## src/rtl/operand_fetch_pkg.sv

```systemverilog
// Shared definitions for the operand-fetch stage: datapath width, register
// index width and the forwarding-source match rule.
// The datapath width defaults to 32 and can be overridden with `DATA_WIDTH.

`ifndef DATA_WIDTH
`define DATA_WIDTH 32
`endif

package operand_fetch_pkg;

  localparam int XLEN      = `DATA_WIDTH;
  localparam int REG_IDX_W = 5;

  typedef logic [REG_IDX_W-1:0] reg_idx_t;

  // A producer matches a source register when it writes that register and the
  // register is not x0 (x0 is hard-wired to zero and never forwarded).
  function automatic logic src_match(input logic we, input reg_idx_t rd, input reg_idx_t rs);
    return we && (rd == rs) && (rs != '0);
  endfunction

endpackage

```

## src/rtl/operand_fetch_if.sv

```systemverilog
// Decode -> operand fetch -> execute handshake bundle.
// master: upstream/downstream environment (decode and execute).
// slave: the operand_fetch stage itself.

interface operand_fetch_if
  import operand_fetch_pkg::*;
#(
  parameter int DATA_WIDTH = XLEN
) ();

  logic                  in_valid;
  logic                  in_ready;
  logic [DATA_WIDTH-1:0] in_pc;
  logic [DATA_WIDTH-1:0] in_imm;
  reg_idx_t              in_rs1;
  reg_idx_t              in_rs2;
  reg_idx_t              in_rd;
  logic                  in_reg_write;
  logic                  in_mem_read;

  logic                  out_valid;
  logic                  out_ready;
  logic [DATA_WIDTH-1:0] out_pc;
  logic [DATA_WIDTH-1:0] out_op1;
  logic [DATA_WIDTH-1:0] out_op2;
  logic [DATA_WIDTH-1:0] out_imm;
  reg_idx_t              out_rd;
  logic                  out_reg_write;
  logic                  out_mem_read;

  modport master (
    output in_valid, in_pc, in_imm, in_rs1, in_rs2, in_rd, in_reg_write, in_mem_read,
    input  in_ready,
    input  out_valid, out_pc, out_op1, out_op2, out_imm, out_rd, out_reg_write, out_mem_read,
    output out_ready
  );

  modport slave (
    input  in_valid, in_pc, in_imm, in_rs1, in_rs2, in_rd, in_reg_write, in_mem_read,
    output in_ready,
    output out_valid, out_pc, out_op1, out_op2, out_imm, out_rd, out_reg_write, out_mem_read,
    input  out_ready
  );

endinterface

```

## src/rtl/operand_fwd_mux.sv

```systemverilog
// Per-operand forwarding select and hazard detection.
// With OPERAND_FETCH_FORWARD_EN defined, the highest-priority matching producer
// (EX > MEM > WB) supplies the operand, and a hazard is raised only if that
// producer's result is not yet available. Without it, operands always come
// from the register file and any matching producer is a hazard.

module operand_fwd_mux
  import operand_fetch_pkg::*;
#(
  parameter int DATA_WIDTH = XLEN
) (
  input  reg_idx_t              rs,
  input  logic [DATA_WIDTH-1:0] rf_rdata,
  input  reg_idx_t              ex_rd,
  input  reg_idx_t              mem_rd,
  input  reg_idx_t              wb_rd,
  input  logic                  ex_we,
  input  logic                  mem_we,
  input  logic                  wb_we,
  input  logic                  ex_dvalid,
  input  logic                  mem_dvalid,
  input  logic                  wb_dvalid,
  input  logic [DATA_WIDTH-1:0] ex_data,
  input  logic [DATA_WIDTH-1:0] mem_data,
  input  logic [DATA_WIDTH-1:0] wb_data,
  output logic [DATA_WIDTH-1:0] operand,
  output logic                  hazard
);

`ifdef OPERAND_FETCH_FORWARD_EN

  // Priority chain: the youngest producer of the register wins.
  always_comb begin
    operand = rf_rdata;
    hazard  = 1'b0;
    if (src_match(ex_we, ex_rd, rs)) begin
      operand = ex_data;
      hazard  = !ex_dvalid;
    end else if (src_match(mem_we, mem_rd, rs)) begin
      operand = mem_data;
      hazard  = !mem_dvalid;
    end else if (src_match(wb_we, wb_rd, rs)) begin
      operand = wb_data;
      hazard  = !wb_dvalid;
    end
  end

`else

  // No bypass network: wait until no in-flight producer targets this register.
  always_comb begin
    operand = rf_rdata;
    hazard  = src_match(ex_we, ex_rd, rs) || src_match(mem_we, mem_rd, rs) ||
              src_match(wb_we, wb_rd, rs);
  end

  logic unused_fwd_inputs;
  assign unused_fwd_inputs = ^{ex_data, mem_data, wb_data, ex_dvalid, mem_dvalid, wb_dvalid};

`endif

endmodule

```

## src/rtl/operand_fetch.sv

```systemverilog
// Operand fetch stage (ID/EX boundary): reads the register file, resolves
// operands through the forwarding muxes, stalls on unresolved hazards and
// registers the payload for execute. Forwarding is enabled by defining
// OPERAND_FETCH_FORWARD_EN; the default build stalls instead of bypassing.

module operand_fetch
  import operand_fetch_pkg::*;
#(
  parameter int DATA_WIDTH = XLEN
) (
  input  logic                  clk,
  input  logic                  rst_n,
  operand_fetch_if.slave        bus,
  input  logic                  flush,
  output reg_idx_t              rf_raddr1,
  output reg_idx_t              rf_raddr2,
  input  logic [DATA_WIDTH-1:0] rf_rdata1,
  input  logic [DATA_WIDTH-1:0] rf_rdata2,
  input  reg_idx_t              ex_rd,
  input  reg_idx_t              mem_rd,
  input  reg_idx_t              wb_rd,
  input  logic                  ex_we,
  input  logic                  mem_we,
  input  logic                  wb_we,
  input  logic                  ex_dvalid,
  input  logic                  mem_dvalid,
  input  logic                  wb_dvalid,
  input  logic [DATA_WIDTH-1:0] ex_data,
  input  logic [DATA_WIDTH-1:0] mem_data,
  input  logic [DATA_WIDTH-1:0] wb_data,
  output logic [31:0]           stall_cnt
);

  logic [DATA_WIDTH-1:0] op1_sel, op2_sel;
  logic                  op1_hazard, op2_hazard, hazard;
  logic                  in_ready, accept;

  logic                  out_valid_q, out_valid_d;
  logic [DATA_WIDTH-1:0] out_pc_q, out_pc_d;
  logic [DATA_WIDTH-1:0] out_op1_q, out_op1_d;
  logic [DATA_WIDTH-1:0] out_op2_q, out_op2_d;
  logic [DATA_WIDTH-1:0] out_imm_q, out_imm_d;
  reg_idx_t              out_rd_q, out_rd_d;
  logic                  out_reg_write_q, out_reg_write_d;
  logic                  out_mem_read_q, out_mem_read_d;
  logic [31:0]           stall_cnt_q, stall_cnt_d;

  assign rf_raddr1 = bus.in_rs1;
  assign rf_raddr2 = bus.in_rs2;

  operand_fwd_mux #(.DATA_WIDTH(DATA_WIDTH)) u_fwd_op1 (
    .rs(bus.in_rs1), .rf_rdata(rf_rdata1),
    .ex_rd(ex_rd), .mem_rd(mem_rd), .wb_rd(wb_rd),
    .ex_we(ex_we), .mem_we(mem_we), .wb_we(wb_we),
    .ex_dvalid(ex_dvalid), .mem_dvalid(mem_dvalid), .wb_dvalid(wb_dvalid),
    .ex_data(ex_data), .mem_data(mem_data), .wb_data(wb_data),
    .operand(op1_sel), .hazard(op1_hazard)
  );

  operand_fwd_mux #(.DATA_WIDTH(DATA_WIDTH)) u_fwd_op2 (
    .rs(bus.in_rs2), .rf_rdata(rf_rdata2),
    .ex_rd(ex_rd), .mem_rd(mem_rd), .wb_rd(wb_rd),
    .ex_we(ex_we), .mem_we(mem_we), .wb_we(wb_we),
    .ex_dvalid(ex_dvalid), .mem_dvalid(mem_dvalid), .wb_dvalid(wb_dvalid),
    .ex_data(ex_data), .mem_data(mem_data), .wb_data(wb_data),
    .operand(op2_sel), .hazard(op2_hazard)
  );

  assign hazard   = op1_hazard || op2_hazard;
  assign in_ready = !flush && !hazard && (!out_valid_q || bus.out_ready);
  assign accept   = bus.in_valid && in_ready;

  assign bus.in_ready      = in_ready;
  assign bus.out_valid     = out_valid_q;
  assign bus.out_pc        = out_pc_q;
  assign bus.out_op1       = out_op1_q;
  assign bus.out_op2       = out_op2_q;
  assign bus.out_imm       = out_imm_q;
  assign bus.out_rd        = out_rd_q;
  assign bus.out_reg_write = out_reg_write_q;
  assign bus.out_mem_read  = out_mem_read_q;
  assign stall_cnt         = stall_cnt_q;

  // Next-state: load payload on accept, drop valid when drained or flushed,
  // otherwise hold everything so execute sees a stable payload.
  always_comb begin
    out_valid_d     = out_valid_q;
    out_pc_d        = out_pc_q;
    out_op1_d       = out_op1_q;
    out_op2_d       = out_op2_q;
    out_imm_d       = out_imm_q;
    out_rd_d        = out_rd_q;
    out_reg_write_d = out_reg_write_q;
    out_mem_read_d  = out_mem_read_q;
    stall_cnt_d     = stall_cnt_q;

    if (accept) begin
      out_valid_d     = 1'b1;
      out_pc_d        = bus.in_pc;
      out_op1_d       = op1_sel;
      out_op2_d       = op2_sel;
      out_imm_d       = bus.in_imm;
      out_rd_d        = bus.in_rd;
      out_reg_write_d = bus.in_reg_write;
      out_mem_read_d  = bus.in_mem_read;
    end else if (flush || bus.out_ready) begin
      out_valid_d = 1'b0;
    end

    if (bus.in_valid && hazard && !flush && (stall_cnt_q != '1)) begin
      stall_cnt_d = stall_cnt_q + 32'd1;
    end
  end

  // Pipeline register and stall counter.
  always_ff @(posedge clk or negedge rst_n) begin
    if (!rst_n) begin
      out_valid_q     <= 1'b0;
      out_pc_q        <= '0;
      out_op1_q       <= '0;
      out_op2_q       <= '0;
      out_imm_q       <= '0;
      out_rd_q        <= '0;
      out_reg_write_q <= 1'b0;
      out_mem_read_q  <= 1'b0;
      stall_cnt_q     <= '0;
    end else begin
      out_valid_q     <= out_valid_d;
      out_pc_q        <= out_pc_d;
      out_op1_q       <= out_op1_d;
      out_op2_q       <= out_op2_d;
      out_imm_q       <= out_imm_d;
      out_rd_q        <= out_rd_d;
      out_reg_write_q <= out_reg_write_d;
      out_mem_read_q  <= out_mem_read_d;
      stall_cnt_q     <= stall_cnt_d;
    end
  end

endmodule

```

## src/flat_wrapper.sv

```systemverilog
// flat-port wrapper written by rule: the top's interface ports become plain ports
module operand_fetch_flat import operand_fetch_pkg::*;
#(
  parameter int DATA_WIDTH = XLEN
)
  (clk, rst_n, flush, rf_raddr1, rf_raddr2, rf_rdata1, rf_rdata2, ex_rd, mem_rd, wb_rd, ex_we, mem_we, wb_we, ex_dvalid, mem_dvalid, wb_dvalid, ex_data, mem_data, wb_data, stall_cnt, bus_in_valid, bus_in_pc, bus_in_imm, bus_in_rs1, bus_in_rs2, bus_in_rd, bus_in_reg_write, bus_in_mem_read, bus_in_ready, bus_out_valid, bus_out_pc, bus_out_op1, bus_out_op2, bus_out_imm, bus_out_rd, bus_out_reg_write, bus_out_mem_read, bus_out_ready);
  operand_fetch_if #(.DATA_WIDTH(DATA_WIDTH)) bus_i ();
  input  logic clk;
  input  logic rst_n;
  input  logic flush;
  output reg_idx_t rf_raddr1;
  output reg_idx_t rf_raddr2;
  input  logic [DATA_WIDTH-1:0] rf_rdata1;
  input  logic [DATA_WIDTH-1:0] rf_rdata2;
  input  reg_idx_t ex_rd;
  input  reg_idx_t mem_rd;
  input  reg_idx_t wb_rd;
  input  logic ex_we;
  input  logic mem_we;
  input  logic wb_we;
  input  logic ex_dvalid;
  input  logic mem_dvalid;
  input  logic wb_dvalid;
  input  logic [DATA_WIDTH-1:0] ex_data;
  input  logic [DATA_WIDTH-1:0] mem_data;
  input  logic [DATA_WIDTH-1:0] wb_data;
  output logic [31:0] stall_cnt;
  input wire logic [$bits(bus_i.in_valid)-1:0] bus_in_valid;
  input wire logic [$bits(bus_i.in_pc)-1:0] bus_in_pc;
  input wire logic [$bits(bus_i.in_imm)-1:0] bus_in_imm;
  input wire logic [$bits(bus_i.in_rs1)-1:0] bus_in_rs1;
  input wire logic [$bits(bus_i.in_rs2)-1:0] bus_in_rs2;
  input wire logic [$bits(bus_i.in_rd)-1:0] bus_in_rd;
  input wire logic [$bits(bus_i.in_reg_write)-1:0] bus_in_reg_write;
  input wire logic [$bits(bus_i.in_mem_read)-1:0] bus_in_mem_read;
  output wire logic [$bits(bus_i.in_ready)-1:0] bus_in_ready;
  output wire logic [$bits(bus_i.out_valid)-1:0] bus_out_valid;
  output wire logic [$bits(bus_i.out_pc)-1:0] bus_out_pc;
  output wire logic [$bits(bus_i.out_op1)-1:0] bus_out_op1;
  output wire logic [$bits(bus_i.out_op2)-1:0] bus_out_op2;
  output wire logic [$bits(bus_i.out_imm)-1:0] bus_out_imm;
  output wire logic [$bits(bus_i.out_rd)-1:0] bus_out_rd;
  output wire logic [$bits(bus_i.out_reg_write)-1:0] bus_out_reg_write;
  output wire logic [$bits(bus_i.out_mem_read)-1:0] bus_out_mem_read;
  input wire logic [$bits(bus_i.out_ready)-1:0] bus_out_ready;
  assign bus_i.in_valid = bus_in_valid;
  assign bus_i.in_pc = bus_in_pc;
  assign bus_i.in_imm = bus_in_imm;
  assign bus_i.in_rs1 = bus_in_rs1;
  assign bus_i.in_rs2 = bus_in_rs2;
  assign bus_i.in_rd = bus_in_rd;
  assign bus_i.in_reg_write = bus_in_reg_write;
  assign bus_i.in_mem_read = bus_in_mem_read;
  assign bus_in_ready = bus_i.in_ready;
  assign bus_out_valid = bus_i.out_valid;
  assign bus_out_pc = bus_i.out_pc;
  assign bus_out_op1 = bus_i.out_op1;
  assign bus_out_op2 = bus_i.out_op2;
  assign bus_out_imm = bus_i.out_imm;
  assign bus_out_rd = bus_i.out_rd;
  assign bus_out_reg_write = bus_i.out_reg_write;
  assign bus_out_mem_read = bus_i.out_mem_read;
  assign bus_i.out_ready = bus_out_ready;
  operand_fetch #(.DATA_WIDTH(DATA_WIDTH)) u_core (.clk(clk), .rst_n(rst_n), .bus(bus_i), .flush(flush), .rf_raddr1(rf_raddr1), .rf_raddr2(rf_raddr2), .rf_rdata1(rf_rdata1), .rf_rdata2(rf_rdata2), .ex_rd(ex_rd), .mem_rd(mem_rd), .wb_rd(wb_rd), .ex_we(ex_we), .mem_we(mem_we), .wb_we(wb_we), .ex_dvalid(ex_dvalid), .mem_dvalid(mem_dvalid), .wb_dvalid(wb_dvalid), .ex_data(ex_data), .mem_data(mem_data), .wb_data(wb_data), .stall_cnt(stall_cnt));
endmodule
```

## config.mk

```make
export PLATFORM = sky130hd
export DESIGN_NAME = operand_fetch_flat
export DESIGN_NICKNAME = d
export VERILOG_FILES = /design/src/rtl/operand_fetch_pkg.sv /design/src/rtl/operand_fetch_if.sv /design/src/rtl/operand_fwd_mux.sv /design/src/rtl/operand_fetch.sv /design/src/flat_wrapper.sv
export SDC_FILE = /design/constraint.sdc
export NUM_CORES = 1
export LEC_CHECK = 0
export CORE_AREA = 2 2 173 175
export CTS_BUF_LIST = sky130_fd_sc_hd__clkbuf_8
export DETAILED_ROUTE_END_ITERATION = 8
export DIE_AREA = 0 0 175 177
export GPL_TIMING_DRIVEN = 0
export HOLD_SLACK_MARGIN = 0.15
export SLEW_MARGIN = 10
export SYNTH_ARGS = -nofsm -noshare
export SYNTH_HDL_FRONTEND = slang
export SYNTH_SLANG_ARGS = --single-unit
export TNS_END_PERCENT = 30
```

## constraint.sdc

```tcl
create_clock -name clk -period 3.21 [get_ports clk]
set_input_delay 0.4815 -clock clk [delete_from_list [all_inputs] [get_ports clk]]
set_output_delay 0.4815 -clock clk [all_outputs]
set_load 0.03 [all_outputs]
```

==> results.py, run 1 <==
metrics = {
    "route": {
        "vias_per_cell": 4.264,
        "avgRoutedWirePerCell_um": 16.70,
        "vias": 5368,
        "drc": 0,
        "dr.pass1.iters": 4,
        "dr.first_iter.drc_count": 194,
        "routed_wl_um": 21030,
        "final_antenna_net_count": 0,
    },
    "synth": {
        "yosysTopAreaCell": "dfrtp_1",
        "ys.flop_type": "dfrtp_1",
        "postSynthAreaPerCell_sq_um": 14.76,
        "syn_inst": 488,
        "synth.most_common_cell": "dfrtp_1",
        "netlist.area_leader.share_pct": 58.35,
        "synth_common_cells": "168 x dfrtp_1, 86 x mux2_2, 55 x xnor2_1, 46 x mux2_4, 20 x nand4_1",
        "synth-edff-count": 0,
        "yosysSeqAreaShare_pct": 58.35,
        "synth_fp_nets": 756,
        "syn_area_sq_mm": 0.007204,
        "async_flop_share_pct": 100.0,
        "synth_cell_types": 31,
        "synth-seq-cells": 168,
        "yosys-top-cells-area": "dfrtp_1 58%, mux2_2 13%, mux2_4 9.6%",
        "yosys_warnings": 0,
    },
    "sta": {
        "max_freq_ghz": 0.3237,
        "worst_pin_slew_ps": 788.1,
        "slew-limit-headroom_pct": 46.97,
        "hold_violations": 0,
        "post-route-min-period_ps": 3089,
        "fin_crit_sh_pct": 96.25,
        "timing.hold.ws_ps": 504.3,
        "drv_slew": 0,
        "finalSetupViolations": 0,
        "clock_skew_ps": 21.81,
        "rsz0062_at_grt": "no",
    },
    "global_routing": {
        "antenna_found_initial": 0,
        "grt_start_max_net_pins": 99,
        "overflow": 0,
        "grt_usage_pct": 13.66,
        "grt_pass1_vias": 5567,
        "grt_pass1_wl_um": 32530,
    },
    "clocking": {
        "h-tree-depth": 4,
        "root_buffer": "clkbuf_8",
        "cts_tree": "built",
        "cts_sinks": 168,
        "clk_pin_slew_ps": 90,
        "clk_latency_ps": 460,
        "cts_buffers": 17,
        "clockBufferDepth": 2,
    },
    "power": {
        "p_sw_mw": 2.363,
        "swShare_pct": 34.40,
        "clockPowerShare_pct": 22.4,
        "ir_worst_vdd_v": 0.0002099,
        "leakage_nw": 4.826,
        "p_comb_share_pct": 38.1,
        "seqPwrFrac_pct": 39.5,
        "intPower_mw": 4.506,
        "p_total_mw": 6.870,
        "powerDensity_mw_per_mm2": 591.1,
    },
    "critical_path": {
        "worst-setup-path-type": "in2out",
        "reg2reg_slack_ps": 540,
        "crit_fanout": 6,
        "timing.rr.start": "u_core.stall_cnt[7]",
        "rr_worst_depth": 8,
        "arrival_ps": 2610,
        "r2r-end": "u_core.stall_cnt[13]",
        "cp-start-kind": "primary input",
        "endpoint_kind": "primary output",
        "required_ps": 2730,
    },
    "status": {
        "status": "complete, no violations",
    },
    "floorplan": {
        "die_h_um": 177,
        "start_util_pct": 24.64,
        "dieArea_sq_mm": 0.03098,
        "dieWidth_um": 175,
        "coreArea_sq_mm": 0.02924,
        "row_count": 63,
        "pin_count": 446,
    },
    "run": {
        "maxCapViolCount": 0,
    },
    "cells_and_area": {
        "nFillCells": 2775,
        "antenna_cells": 0,
        "area_growth_pct": 61.32,
        "nNetsFinal": 1124,
        "multiInputGateArea_sq_mm": 0.002825,
        "regArea_sq_mm": 0.004204,
        "layout-drive-gt1-share_pct": 21.98,
        "final_util_pct": 39.74,
    },
    "placed_design": {
        "hpwlAfterDp_um": 15810,
        "port_buffers": 346,
        "gp_congestion": 0.7440,
    },
    "min_path": {
        "min_from": "u_core.bus.out_imm[0]",
        "hold_path_class": "reg2reg",
        "holdPathEnd": "u_core.bus.out_imm[0]",
        "min_path_cells": 1,
    },
}
[layout make-up]
type / count / area share [%]
Sequential cell: 168 / 36.17
Timing Repair Buffer: 349 / 30.23
Multi-Input combinational cell: 291 / 24.31
Tap cell: 390 / 4.199
Clock buffer: 21 / 2.487
Buffer: 27 / 1.593
Clock inverter: 11 / 0.9474
Inverter: 2 / 0.06459
[power groups by stage]
| stage | Combinational, mW | Clock (mW) | Sequential, mW |
|---|---|---|---|
| floorplan | 0.590 | 0 | 3.54 |
| global placement | 2.63 | 0 | 2.75 |
| detailed placement | 2.64 | 0 | 2.76 |
| CTS | 2.65 | 1.63 | 2.72 |
| global route | 2.75 | 1.72 | 2.77 |
| finish | 2.62 | 1.54 | 2.71 |
[through the flow]
stage	instances	instance area, sq um	TNS [ps]	setup slack [ps]
2_1_floorplan	488	7204	0	265.0
3_3_place_gp	1224	11160	-1009850	-5824
3_5_place_dp	1225	11190	-32860	-657.3
4_1_cts	1259	11610	-427.1	-52.16
5_1_grt	1259	11620	0	31.17
6_report	1259	11620	0	120.5
[cells by family (layout without fill, tap and decap cells)]
| kind of cell | Yosys count | after routing | share of synthesized area, % |
|---|---|---|---|
| flip-flops | 168 | 168 | 58.35 |
| adder cells (fa/ha/maj) | 1 | 1 | 0.1736 |
| AND/OR/NAND/NOR | 86 | 86 | 7.051 |
| AO/OA/AOI/OAI | 7 | 7 | 0.6947 |
| buffers and inverters | 29 | 410 | 2.657 |
| XOR/XNOR | 61 | 61 | 7.416 |
| multiplexers | 136 | 136 | 23.65 |
[worst max-delay path by stage]
stage / cells past startpoint / start / end / slack, ps
3_5_place_dp: 8 / bus_in_rs2[2] / bus_in_ready / -660
3_3_place_gp: 1 / rst_n / u_core.stall_cnt[26] / -5820
2_1_floorplan: 6 / bus_in_rs2[1] / bus_in_ready / 270
6_report: 8 / bus_in_rs2[1] / bus_in_ready / 120
4_1_cts: 9 / bus_in_rs2[4] / u_core.bus.out_op1[15] / -50
5_1_grt: 8 / bus_in_rs2[1] / bus_in_ready / 30
[critical path, cell delays in order]
cell and delay (ps):
clkdlybuf4s50_1 540, or4_1 580, nor2_2 140, nor4_1 110
nor3_4 220, nand2_2 140, nor3b_2 180, clkbuf_4 220
[metal layers]
layer | part of all wire [%] | global-route usage [%] | vias to the layer above | wire, um
met3 | 8.0 | 4.596 | 21 | 1684
met4 | 1.6 | 4.549 | 0 | 340
met2 | 48 | 22.20 | 239 | 10060
li1 | - | - | 2457 | -
met5 | 0 | 0 | - | 0
met1 | 43 | 17.05 | 2651 | 8939
[state kept, by name (all words and copies together) (netlist names)]
register                  cells
u_core.bus.out_imm           32
u_core.bus.out_op1           32
u_core.bus.out_op2           32
u_core.bus.out_pc            32
u_core.stall_cnt             32
u_core.bus.out_rd             5
u_core.bus.out_mem_read       1
u_core.bus.out_reg_write      1
u_core.bus.out_valid          1
[what timing repair did]
action	4_1_cts	5_1_grt
gates cloned	0	0
hold buffers	1	0
setup buffers	1	0
pin swaps	1	0
endpoints found under the hold margin	70	0
gates resized for setup	7	7
setup endpoints to repair	1	11
[cells in the final DEF (no fill, tap or decap), types with 11 or more instances in the layout]
cell type        instances
buf_4                   11
clkbuf_8                21
clkdlybuf4s50_1        343
dfrtp_1                168
mux2_2                  86
mux2_4                  46
nand2_1                 14
nand3_1                 17
nand4_1                 20
xnor2_1                 55
Note: power is estimated with default switching activity, not from simulation.
==> run 2, diff against run 1 <==
CELL_PAD_IN_SITES_DETAIL_PLACEMENT = 1   (was unset)
CELL_PAD_IN_SITES_GLOBAL_PLACEMENT = 1   (was unset)
PLACE_DENSITY_LB_ADDON = 0.1   (was unset)
==> run 2 against run 1 <==
  * Utilization shrank 0.17 points
  * Fmax grew 0.62%
  * Cell count is the same
  * Non-clock buffer count is the same
  * Register-to-register slack lost 140 ps
  * Combinational power is essentially flat
  * First-iteration DRC count grew 16%
  * Via count grew 0.71%
==> results.py, run 2 (synthesized netlist as in run 1, its figures left out) <==
metrics = {
    "status": {
        "status": "complete, no violations",
    },
    "clocking": {
        "h-tree-depth": 4,
        "cts_sinks": 168,
        "root_buffer": "clkbuf_8",
        "clockBufferDepth": 2,
        "clk_latency_ps": 460,
        "clk_pin_slew_ps": 90,
        "cts_buffers": 17,
        "cts_tree": "built",
    },
    "placed_design": {
        "gp_congestion": 0.8021,
        "hpwlAfterDp_um": 18240,
        "place_area_sq_mm": 0.01119,
        "port_buffers": 346,
    },
    "sta": {
        "hold_violations": 0,
        "worst_pin_slew_ps": 827.3,
        "rsz0062_at_grt": "no",
        "max_freq_ghz": 0.3257,
        "slew-limit-headroom_pct": 44.34,
        "clock_skew_ps": 12.84,
        "timing.hold.ws_ps": 510.8,
        "post-route-min-period_ps": 3070,
        "fin_crit_sh_pct": 95.65,
        "drv_slew": 0,
        "finalSetupViolations": 0,
    },
    "floorplan": {
        "start_util_pct": 24.64,
        "dieWidth_um": 175,
        "coreArea_sq_mm": 0.02924,
        "row_count": 63,
        "die_h_um": 177,
        "pin_count": 446,
        "dieArea_sq_mm": 0.03098,
    },
    "route": {
        "avgRoutedWirePerCell_um": 18.93,
        "vias": 5406,
        "final_antenna_net_count": 0,
        "dr.first_iter.drc_count": 225,
        "vias_per_cell": 4.294,
        "dr.pass1.iters": 4,
        "routed_wl_um": 23830,
        "drc": 0,
    },
    "cells_and_area": {
        "final_common_cell": "clkdlybuf4s50_1",
        "multiInputGateArea_sq_mm": 0.002823,
        "layout-drive-gt1-share_pct": 21.54,
        "nFillCells": 3096,
        "area_growth_pct": 60.65,
        "layout_common_cells": "341 x clkdlybuf4s50_1, 168 x dfrtp_1, 86 x mux2_2",
        "final_area_sq_mm": 0.01157,
        "regArea_sq_mm": 0.004204,
        "nNetsFinal": 1124,
    },
    "global_routing": {
        "grt_start_max_net_pins": 96,
        "overflow": 0,
        "grt_pass1_wl_um": 36580,
        "grt_usage_pct": 15.44,
        "grt_pass1_vias": 6000,
        "antenna_found_initial": 1,
    },
    "power": {
        "ir_worst_vdd_v": 0.0002231,
        "leakage_nw": 4.794,
        "p_total_mw": 6.793,
        "powerDensity_mw_per_mm2": 586.9,
    },
    "critical_path": {
        "arrival_ps": 2590,
        "required_ps": 2730,
        "cp-start-kind": "primary input",
        "worst-setup-path-type": "in2out",
        "crit_fanout": 6,
        "endpoint_kind": "primary output",
    },
    "run": {
        "maxCapViolCount": 0,
    },
    "min_path": {
        "hold_path_class": "reg2reg",
    },
}
[run 2: changes by cell type in the layout (fill, tap and decap cells not counted), moves of 2 or more]
cell | previous run | this run
clkdlybuf4s50_1 | 343 | 341
clkinv_4 | 1 | 6
inv_6 | 4 | 2
clkinv_2 | 2 | 0
clkbuf_8 | 21 | 19
dlygate4sd2_1 | 0 | 3
[run 2: final cells by class]
cell class | count | share of cell area [%]
buffer | 27 | 1.589
timing repair buffer | 349 | 30.30
sequential | 168 | 36.32
antenna | 1 | 0.02162
clock inverter | 12 | 0.8324
multi-input combinational | 291 | 24.39
tap | 390 | 4.216
inverter | 2 | 0.06486
clock buffer | 19 | 2.259
[run 2: power breakdown]
group	switching (mW)	total, mW	leakage (nW)	internal, mW
combinational	1.36	2.64	2.57	1.29
sequential	0.218	2.72	2.04	2.51
clock	0.842	1.42	0.176	0.581
total	2.42	6.79	4.79	4.38
[run 2: critical path, stage by stage]
cell and delay (ps):
clkdlybuf4s50_1 550, or4_1 440, nor2_1 200, nor3_1 130
nor3_4 220, nand2_2 150, nor3b_2 220, buf_4 190
[run 2: what timing repair did]
action | 4_1_cts | 5_1_grt
buffers inserted | 1 | 0
endpoints found under the hold margin | 94 | 0
hold buffers | 1 | 0
setup endpoints to repair | 1 | 1
gates resized for setup | 12 | 1
pin swaps | 1 | 0
[run 2: stage by stage]
stage / instances / setup TNS, ps / setup WS [ps] / util, %
global route: 1259 / 0 / 39.44 / 39.58
global placement: 1224 / -946080 / -5453 / 38.15
finish: 1259 / 0 / 139.6 / 39.58
floorplan: 488 / 0 / 265.0 / -
detailed placement: 1225 / -35590 / -753.1 / 38.26
CTS: 1258 / 0 / 78.49 / 39.55
[run 2: layer usage]
metal	up-vias	part of all wire, %	global-route usage [%]
li1	2445	-	-
met1	2736	42	19.03
met2	199	50	26.00
met3	26	5.8	4.081
met4	0	2.1	5.694
met5	-	0	0
[run 2: final timing paths]
path	cells after the start	from	slack, ps	endpoint
max	8	bus_in_rs2[4]	140	bus_in_ready
min	1	u_core.bus.out_op2[11]	510	u_core.bus.out_op2[11]
max reg2reg	8	u_core.stall_cnt[6]	400	u_core.stall_cnt[11]
min reg2reg	1	u_core.bus.out_op2[11]	510	u_core.bus.out_op2[11]
max in group asynchronous	3	rst_n	1730	u_core.bus.out_op2[18]
min in group asynchronous	2	rst_n	630	u_core.bus.out_imm[27]
==> run 3, diff against run 2 <==
GPL_ROUTABILITY_DRIVEN = 0   (was unset)
==> results of run 3 <==
The final DEF is identical to that of run 2; final timing and power are the same.
